`config.mk`:
```
export PLATFORM = sky130hd
export DESIGN_NAME = priority_scanner_flat
export DESIGN_NICKNAME = d
export VERILOG_FILES = /design/src/rtl/priority_scanner_pkg.sv /design/src/rtl/priority_scanner_if.sv /design/src/rtl/priority_scanner_find_first.sv /design/src/rtl/priority_scanner.sv /design/src/flat_wrapper.sv
export SDC_FILE = /design/constraint.sdc
export NUM_CORES = 1
export LEC_CHECK = 0
export BUFFER_PORTS_ARGS = -buffer_cell sky130_fd_sc_hd__clkbuf_2
export CAP_MARGIN = 25
export CORE_ASPECT_RATIO = 1.75
export CORE_MARGIN = 3
export CORE_UTILIZATION = 25
export DETAILED_ROUTE_END_ITERATION = 12
export SYNTH_ARGS = -nofsm -noshare
export SYNTH_HDL_FRONTEND = slang
export SYNTH_HIERARCHICAL = 1
export SYNTH_SLANG_ARGS = --single-unit
```
`constraint.sdc`:
```
create_clock -name clk_i -period 9.3 [get_ports clk_i]
set_input_delay 0.93 -clock clk_i [delete_from_list [all_inputs] [get_ports clk_i]]
set_output_delay 0.93 -clock clk_i [all_outputs]
set_load 0.02 [all_outputs]
```
`src/rtl/priority_scanner_pkg.sv`:
```
// prio_scan_pkg: scanner state type, index-width and popcount helpers.
package prio_scan_pkg;
    typedef enum logic {IDLE, SCAN} state_e;
    function automatic int idx_width(input int w);
        return (w > 1) ? $clog2(w) : 1;
    endfunction
    function automatic logic [8:0] popcount(input logic [255:0] v);
        popcount = '0;
        for (int i = 0; i < 256; i++) popcount += 9'(v[i]);
    endfunction
endpackage

```
`src/rtl/priority_scanner_if.sv`:
```
// priority_scanner_if: load and index handshakes of priority_scanner.
interface priority_scanner_if #(parameter int WIDTH = 32);
    import prio_scan_pkg::*;
    localparam int IDX_W = idx_width(WIDTH);
    logic             load_valid_i;
    logic             load_ready_o;
    logic [WIDTH-1:0] load_data_i;
    logic             idx_valid_o;
    logic             idx_ready_i;
    logic [IDX_W-1:0] idx_o;
    logic             last_o;
    modport master (
        output load_valid_i, load_data_i, idx_ready_i,
        input  load_ready_o, idx_valid_o, idx_o, last_o
    );
    modport slave (
        input  load_valid_i, load_data_i, idx_ready_i,
        output load_ready_o, idx_valid_o, idx_o, last_o
    );
endinterface

```
`src/rtl/priority_scanner_find_first.sv`:
```
// prio_find_first: index and isolated bit of the highest-priority set bit.
module prio_find_first
    import prio_scan_pkg::*;
#(
    parameter int WIDTH     = 32,
    parameter int MSB_FIRST = 0
) (
    input  logic [WIDTH-1:0]            vec_i,
    output logic [idx_width(WIDTH)-1:0] idx_o,
    output logic [WIDTH-1:0]            one_hot_o
);
    localparam int IDX_W = idx_width(WIDTH);
    // Scan from lowest to highest priority so the last hit wins.
    always_comb begin
        idx_o = '0;
        for (int i = 0; i < WIDTH; i++)
            if (vec_i[MSB_FIRST != 0 ? i : WIDTH-1-i]) idx_o = IDX_W'(MSB_FIRST != 0 ? i : WIDTH-1-i);
        one_hot_o = |vec_i ? WIDTH'(1) << idx_o : '0;
    end
endmodule

```
`src/rtl/priority_scanner.sv`:
```
// priority_scanner: emits the index of every set bit of a loaded vector, one per cycle.
// Define PRIO_SCAN_COUNT_EN to add count_o (set bits still pending).
module priority_scanner
    import prio_scan_pkg::*;
#(
    parameter int WIDTH     = 32,
    parameter int MSB_FIRST = 0
) (
    input  logic clk_i,
    input  logic rst_i,
    priority_scanner_if.slave bus,
    output logic busy_o
`ifdef PRIO_SCAN_COUNT_EN
    ,
    output logic [idx_width(WIDTH):0] count_o
`endif
);
    localparam int IDX_W = idx_width(WIDTH);
    state_e           state_q, state_d;
    logic [WIDTH-1:0] pend_q, pend_d, one_hot;
    logic [IDX_W-1:0] ff_idx;
    logic             idx_take, load_take;

    prio_find_first #(.WIDTH(WIDTH), .MSB_FIRST(MSB_FIRST)) u_ff (
        .vec_i     (pend_q),
        .idx_o     (ff_idx),
        .one_hot_o (one_hot)
    );

    // A load is only accepted when idle or while the last index drains, so it overrides the clear.
    always_comb begin
        busy_o           = state_q == SCAN;
        bus.idx_valid_o  = busy_o;
        bus.idx_o        = busy_o ? ff_idx : '0;
        bus.last_o       = busy_o && (pend_q == one_hot);
        idx_take         = bus.idx_valid_o && bus.idx_ready_i;
        bus.load_ready_o = !rst_i && (!busy_o || (idx_take && bus.last_o));
        load_take        = bus.load_valid_i && bus.load_ready_o;
        pend_d           = load_take ? bus.load_data_i : idx_take ? pend_q & ~one_hot : pend_q;
        state_d          = |pend_d ? SCAN : IDLE;
    end

    always_ff @(posedge clk_i) begin
        if (rst_i) begin
            state_q <= IDLE;
            pend_q  <= '0;
        end else begin
            state_q <= state_d;
            pend_q  <= pend_d;
        end
    end

`ifdef PRIO_SCAN_COUNT_EN
    localparam int CNT_W = IDX_W + 1;
    logic [CNT_W-1:0] count_q, count_d;
    always_comb count_d = load_take ? CNT_W'(popcount(256'(bus.load_data_i)))
                        : idx_take ? count_q - CNT_W'(1) : count_q;
    always_ff @(posedge clk_i) begin
        if (rst_i) count_q <= '0;
        else count_q <= count_d;
    end
    assign count_o = count_q;
`endif
endmodule

```
`src/flat_wrapper.sv`:
```
// flat-port wrapper written by rule: the top's interface ports become plain ports
module priority_scanner_flat import prio_scan_pkg::*;
#(
    parameter int WIDTH     = 32,
    parameter int MSB_FIRST = 0
)
  (clk_i, rst_i, busy_o, bus_load_valid_i, bus_load_data_i, bus_idx_ready_i, bus_load_ready_o, bus_idx_valid_o, bus_idx_o, bus_last_o);
  priority_scanner_if #(.WIDTH(WIDTH)) bus_i ();
  input  logic clk_i;
  input  logic rst_i;
  output logic busy_o;
  input wire logic [$bits(bus_i.load_valid_i)-1:0] bus_load_valid_i;
  input wire logic [$bits(bus_i.load_data_i)-1:0] bus_load_data_i;
  input wire logic [$bits(bus_i.idx_ready_i)-1:0] bus_idx_ready_i;
  output wire logic [$bits(bus_i.load_ready_o)-1:0] bus_load_ready_o;
  output wire logic [$bits(bus_i.idx_valid_o)-1:0] bus_idx_valid_o;
  output wire logic [$bits(bus_i.idx_o)-1:0] bus_idx_o;
  output wire logic [$bits(bus_i.last_o)-1:0] bus_last_o;
  assign bus_i.load_valid_i = bus_load_valid_i;
  assign bus_i.load_data_i = bus_load_data_i;
  assign bus_i.idx_ready_i = bus_idx_ready_i;
  assign bus_load_ready_o = bus_i.load_ready_o;
  assign bus_idx_valid_o = bus_i.idx_valid_o;
  assign bus_idx_o = bus_i.idx_o;
  assign bus_last_o = bus_i.last_o;
  priority_scanner #(.WIDTH(WIDTH), .MSB_FIRST(MSB_FIRST)) u_core (.clk_i(clk_i), .rst_i(rst_i), .bus(bus_i), .busy_o(busy_o));
endmodule
```
# Yosys cells after proc, flatten, opt, wreduce, memory -nomap -nowiden
# Cells that the tools add are included.
# op_classes
n_mux	37
shifts	1
n_eq_ne	1
bitwise_logic	2
n_reduce_logical	10
# op_table
cell	count
$mux 5	33
$mux 32	3
$reduce_or 32->1	2
$and 32x32->32	1
$eq 32x32->1	1
$not 32->32	1
$shl 1x5->32 const A	1
$logic_and 1x1->1	5
$logic_not 1->1	2
$logic_or 1x1->1	1
$mux 1	1
# totals
out_inout_bits	9
ff_bits	33
word_cells	53

# Depth between registers and ports, before layout
# depth
ltp_word	43
depth_mapped	16

# Hierarchy
# Netlist, hierarchy kept.
# by_module_without_submodules
module	seq_area_each_um2	cells_per_inst	instances	area_per_inst_um2
priority_scanner	660.6	306	1	2527.4
prio_find_first	0.0	122	1	892.1

# Least setup slack after synthesis
# No wires, ideal clock.
# synth_timing
kind	flip-flop to output port
from	reg u_core.pend_q[24]
to	out bus_load_ready_o
setup_slack_ps	5580
path_buffers	0
required_ps	8370
arrival_ps	2790
stages_incl_launch_ff	12
path_cell_list	dfxtp_1 or4_4 nand2b_1 a21oi_2 nand2_2 nor4b_2 inv_1 ha_1 nand4_1 nor4_1 nand4_1 a21oi_1
# synth_via
elab_chain_cells	32
# synth_lines
element	line_no	rtl
from (decl)	priority_scanner.sv:20	logic [WIDTH-1:0] pend_q, pend_d, one_hot;
from (signal assigned)	priority_scanner.sv:49	pend_q <= pend_d;
$mux 5 (25 in series)	priority_scanner_find_first.sv:17	if (vec_i[MSB_FIRST != 0 ? i : WIDTH-1-i]) idx_o = IDX_W'(MSB_FIRST != 0 ? i : WIDTH-1-i);
$shl 1x5->32	priority_scanner_find_first.sv:18	one_hot_o = |vec_i ? WIDTH'(1) << idx_o : '0;
$mux 32 (*)	priority_scanner_find_first.sv:18	
named net u_core.one_hot[31]	priority_scanner.sv:20	
$eq 32x32->1 (*)	priority_scanner.sv:35	bus.last_o = busy_o && (pend_q == one_hot);
$logic_and 1x1->1 (*)	priority_scanner.sv:35	
$logic_and 1x1->1 (*)	priority_scanner.sv:37	bus.load_ready_o = !rst_i && (!busy_o || (idx_take && bus.last_o));
$logic_or 1x1->1 (*)	priority_scanner.sv:37	
$logic_and 1x1->1 (*)	priority_scanner.sv:37	
to (decl)	flat_wrapper.sv:15	output wire logic [$bits(bus_i.load_ready_o)-1:0] bus_load_ready_o;
# Mark *: on every way through the listed nets, which the timed path passes. The rest lies on a longest branch.

# Final worst setup path
# layout_timing
from	reg u_core.pend_q[30]
to	out bus_load_ready_o
# layout_via
elab_chain_cells	38
# layout_lines
element	line_no
$mux 5 (31 in series)	priority_scanner_find_first.sv:17
$shl 1x5->32	priority_scanner_find_first.sv:18
$mux 32 (*)	priority_scanner_find_first.sv:18
named net u_core.one_hot[15]	priority_scanner.sv:20
$eq 32x32->1 (*)	priority_scanner.sv:35
$logic_and 1x1->1 (*)	priority_scanner.sv:35
$logic_and 1x1->1 (*)	priority_scanner.sv:37
$logic_or 1x1->1 (*)	priority_scanner.sv:37
$logic_and 1x1->1 (*)	priority_scanner.sv:37
# Marked as above.

==> impl_results.md <==
- Clk root buf: clkbuf_16
- Residual DRC: 0
- Share of cells above drive strength 1: between 20% and 30%
- Final Cycle Share: approximately 55%
- Combinational power share: between 30% and 40%
- # hold bufs at CTS: 0
- Max-cap violations: 0
- DR vias: around 3500
- Initial Util: 26.02%
- Hold path depth: 2
- Met2 wire len: approximately 6700 um
- Final #Nets: approximately 520
- VDD IR max: between 0.07 and 0.08 mV
- Most frequent cell on the critical path: nand4_1
- Post-synthesis cell area: roughly 0.0034 mm2
- Boundary Pins: 45
- Crit path kind: reg2out
- Final hold vios: 0
- Largest delay share family, worst path: simple AND/OR/NAND/NOR gates
- Width of the die: approximately 94 um
- RSZ-0062 raised after global routing: false
- Final Routed Wirelength: between 10000 and 15000 um
- Tightest Pin Transition: around 0.95 ns
- Die Y: roughly 160 um
- Setup TNS: 0 ns
- Relative slew slack: a little under two fifths
- Static leakage: ~1.3 nW
- Critical path endpoint category: output port
- CP Data Required Time: 8.37 ns
- Final GP Congestion: approximately 1.0
- Synthesized flop and latch total: 33
- Largest area contributor in the netlist: dfxtp_1
- Die area: between 0.015 and 0.02 mm2
- Fin crit period: 5.097 ns
- Antenna-violating nets left: 0
- WP data arrival: about 4.2 ns
- EDFF count, synth: 0
- Switching Fraction: a little under two fifths
- Wl on met1: slightly above 4000 um
- Met3 wire length: approximately 400 um
- DRT iter0 DRCs: approximately 260
- FMAX: roughly 200 MHz
- CTS tree: yes
- Worst-skew pair later-pin latency: between 0.2 and 0.3 ns
- Number of global-route vias before repair: 3443
- DP HPWL: 9399 um
- Top Layer Used: met4
- Status: finished clean
- Cell variety after synth: 53
- Core Footprint: roughly 0.013 mm2
- Diode count: 0
- Rows: 55
- Crit path depth: 12
- CTS sink count: 33
- Worst clock skew: 0.01030 ns
- Area fraction of the dominant cell type after synthesis: about a fifth
- TritonRoute pass-1 iters: 5
- Reg2Reg Setup Slack: roughly 4.5 ns
- H-tree depth: 2
- Clk slew on worst S/H paths: around 0.050 ns
- Hold crit path type: reg2reg
- Max clock buf depth: 2
- Critical path, cell by cell: nor2_1 > o31ai_1 > a2111oi_2 > or2_1 > nor4b_1 > inv_1 > ha_1 > nand4_1 > nor4_1 > nand4_1 > a21oi_1 > clkbuf_2
- Switching power: ~0.22 mW
- Gr ovfl total: 0
- PD cells: 147.5 mW/mm2
- CTS Buf Count: 5
- Wire per inst: between 15 and 20 um
- Seq/Total Area, Yosys: slightly below 20%
- Synthesized instance count: 428
- Via density: approximately 5.6
- Crit path buffers/inverters: 2
- Syn avg cell area: ~8 um2
- Initial antenna violation count: 0
- Crit-path max cell delay: between 0.6 and 0.7 ns
- Clock share of power: 34.2%
- First-pass GRT wire length: between 15000 and 20000 um
- Asr flop ratio synth: 0%
- Crit-path slowest cell: nor4_1
- Buffers on Ports: 44
- Synth warn: 6
- Area contributors post-synth: dfxtp_1, a311oi_2, ha_1
- Final Setup Violations: 0
- Final design utilization: around 30%
- Post-CTS setup buffers: 0
- Worst R2R Path Depth: 13
- Reg power frac: just over 30%
- Area delta synth->final: 15.00%
- Mapped Nets: 496
- Top_reg_cell synth: dfxtp_1
- Gr usage total: 16.01%
- Largest net degree at the start of global routing: 43
- Slew Limit Fails: 0
- Crit path max fanout: 17
- Pint: about 0.36 mW
- CP startpoint kind: register
- Post-cts sizing count: 0
-- Yosys cell counts, types with 2 or more instances --
cell / instances
a311oi_1: 3
and3_1: 2
a211oi_1: 5
o31ai_1: 2
nand3_1: 33
buf_2: 3
inv_1: 36
and2_1: 7
nor4_1: 27
nor4b_1: 3
nor3_1: 16
a211oi_2: 10
nor2_1: 50
o21ai_0: 3
a31oi_1: 2
buf_4: 2
nand2_1: 40
buf_6: 6
nand4_1: 17
a21oi_1: 6
nor4_2: 6
nand2b_1: 4
ha_1: 32
nor4b_2: 3
nor2b_1: 4
clkbuf_1: 18
o21bai_1: 2
a311oi_2: 29
dfxtp_1: 33
-- state kept, by name, indices dropped and copies added, names as in the netlist --
register / count
u_core/pend_q: 32
u_core/bus.idx_valid_o: 1
-- area by class of cell --
cell class              instances  area, um2
clock inverters                 1      30.03
flip-flops and latches         33      660.6
inverters                      37      141.4
repair buffers                 49      272.8
clock buffers                   7      142.6
well taps                     171      214.0
fillers                      1395       9211
multi-input cells             328       2471
-- power by group through the flow --
stage,Combinational [mW],Sequential (mW),Clock (mW)
6_report,0.205,0.177,0.198
5_1_grt,0.223,0.178,0.205
4_1_cts,0.202,0.175,0.199
3_5_place_dp,0.201,0.178,0
3_3_place_gp,0.197,0.178,0
2_1_floorplan,0.156,0.171,0
-- cells by family (layout without fill, tap and decap cells) --
family / Yosys count / in the layout / share of synthesized area (%)
adder cells (fa/ha/maj): 32 / 32 / 11.71
flip-flops: 33 / 33 / 19.32
AO/OA/AOI/OAI: 74 / 74 / 24.15
AND/OR/NAND/NOR: 222 / 222 / 35.75
buffers and inverters: 67 / 94 / 9.074
-- metal layers --
metal,up-vias,global-route usage [%]
met3,45,2.249
li1,1655,-
met2,124,30.66
met4,0,10.32
met5,-,0
met1,1654,15.23
-- worst paths after layout --
path | start | endpoint
min | u_core/pend_q[17] | u_core/pend_q[17]
min reg2reg | u_core/pend_q[17] | u_core/pend_q[17]
max reg2reg | u_core/pend_q[30] | u_core/bus.idx_valid_o
max | u_core/pend_q[30] | bus_load_ready_o
-- per-stage QoR --
| stage | instances | total power, mW | setup slack (ns) | hold WS [ns] | area (um2) |
|---|---|---|---|---|---|
| floorplan | 428 | 0.3261 | 5.580 | 0.5001 | 3420 |
| global placement | 616 | 0.3750 | 4.550 | 0.5464 | 3730 |
| detailed placement | 617 | 0.3790 | 4.534 | 0.5592 | 3745 |
| CTS | 625 | 0.5762 | 4.215 | 0.5690 | 3918 |
| global route | 626 | 0.6064 | 3.949 | 0.6114 | 3933 |
| finish | 626 | 0.5800 | 4.203 | 0.5741 | 3933 |
-- layout by cell type (no fill, tap or decap), drive strengths merged, types with 4 or more instances in the layout --
master | netlist | routed
buf | 12 | 5
a21oi | 7 | 7
nor4b | 7 | 7
ha | 32 | 32
nor4 | 34 | 34
inv | 37 | 37
nand4 | 17 | 17
nor3 | 17 | 17
nor2b | 4 | 4
and2 | 7 | 7
a211oi | 15 | 15
nand2 | 41 | 41
nand3 | 33 | 33
clkbuf | 18 | 51
dfxtp | 33 | 33
a311oi | 32 | 32
nand2b | 4 | 4
nor2 | 50 | 50
o21ai | 4 | 4
-- worst register-to-register path: stages, from the launching register on --
cell       delay (ns)
dfxtp_1          0.47
nor2_1           0.09
o31ai_1          0.34
a2111oi_2        0.14
or2_1            0.52
nor4b_1          0.60
inv_1            0.09
ha_1             0.29
nand4_1          0.09
nor4_1           0.62
a41oi_4          0.59
buf_4            0.49
nor3_1           0.28
a211oi_2         0.06
(Power assumes the default switching activity.)
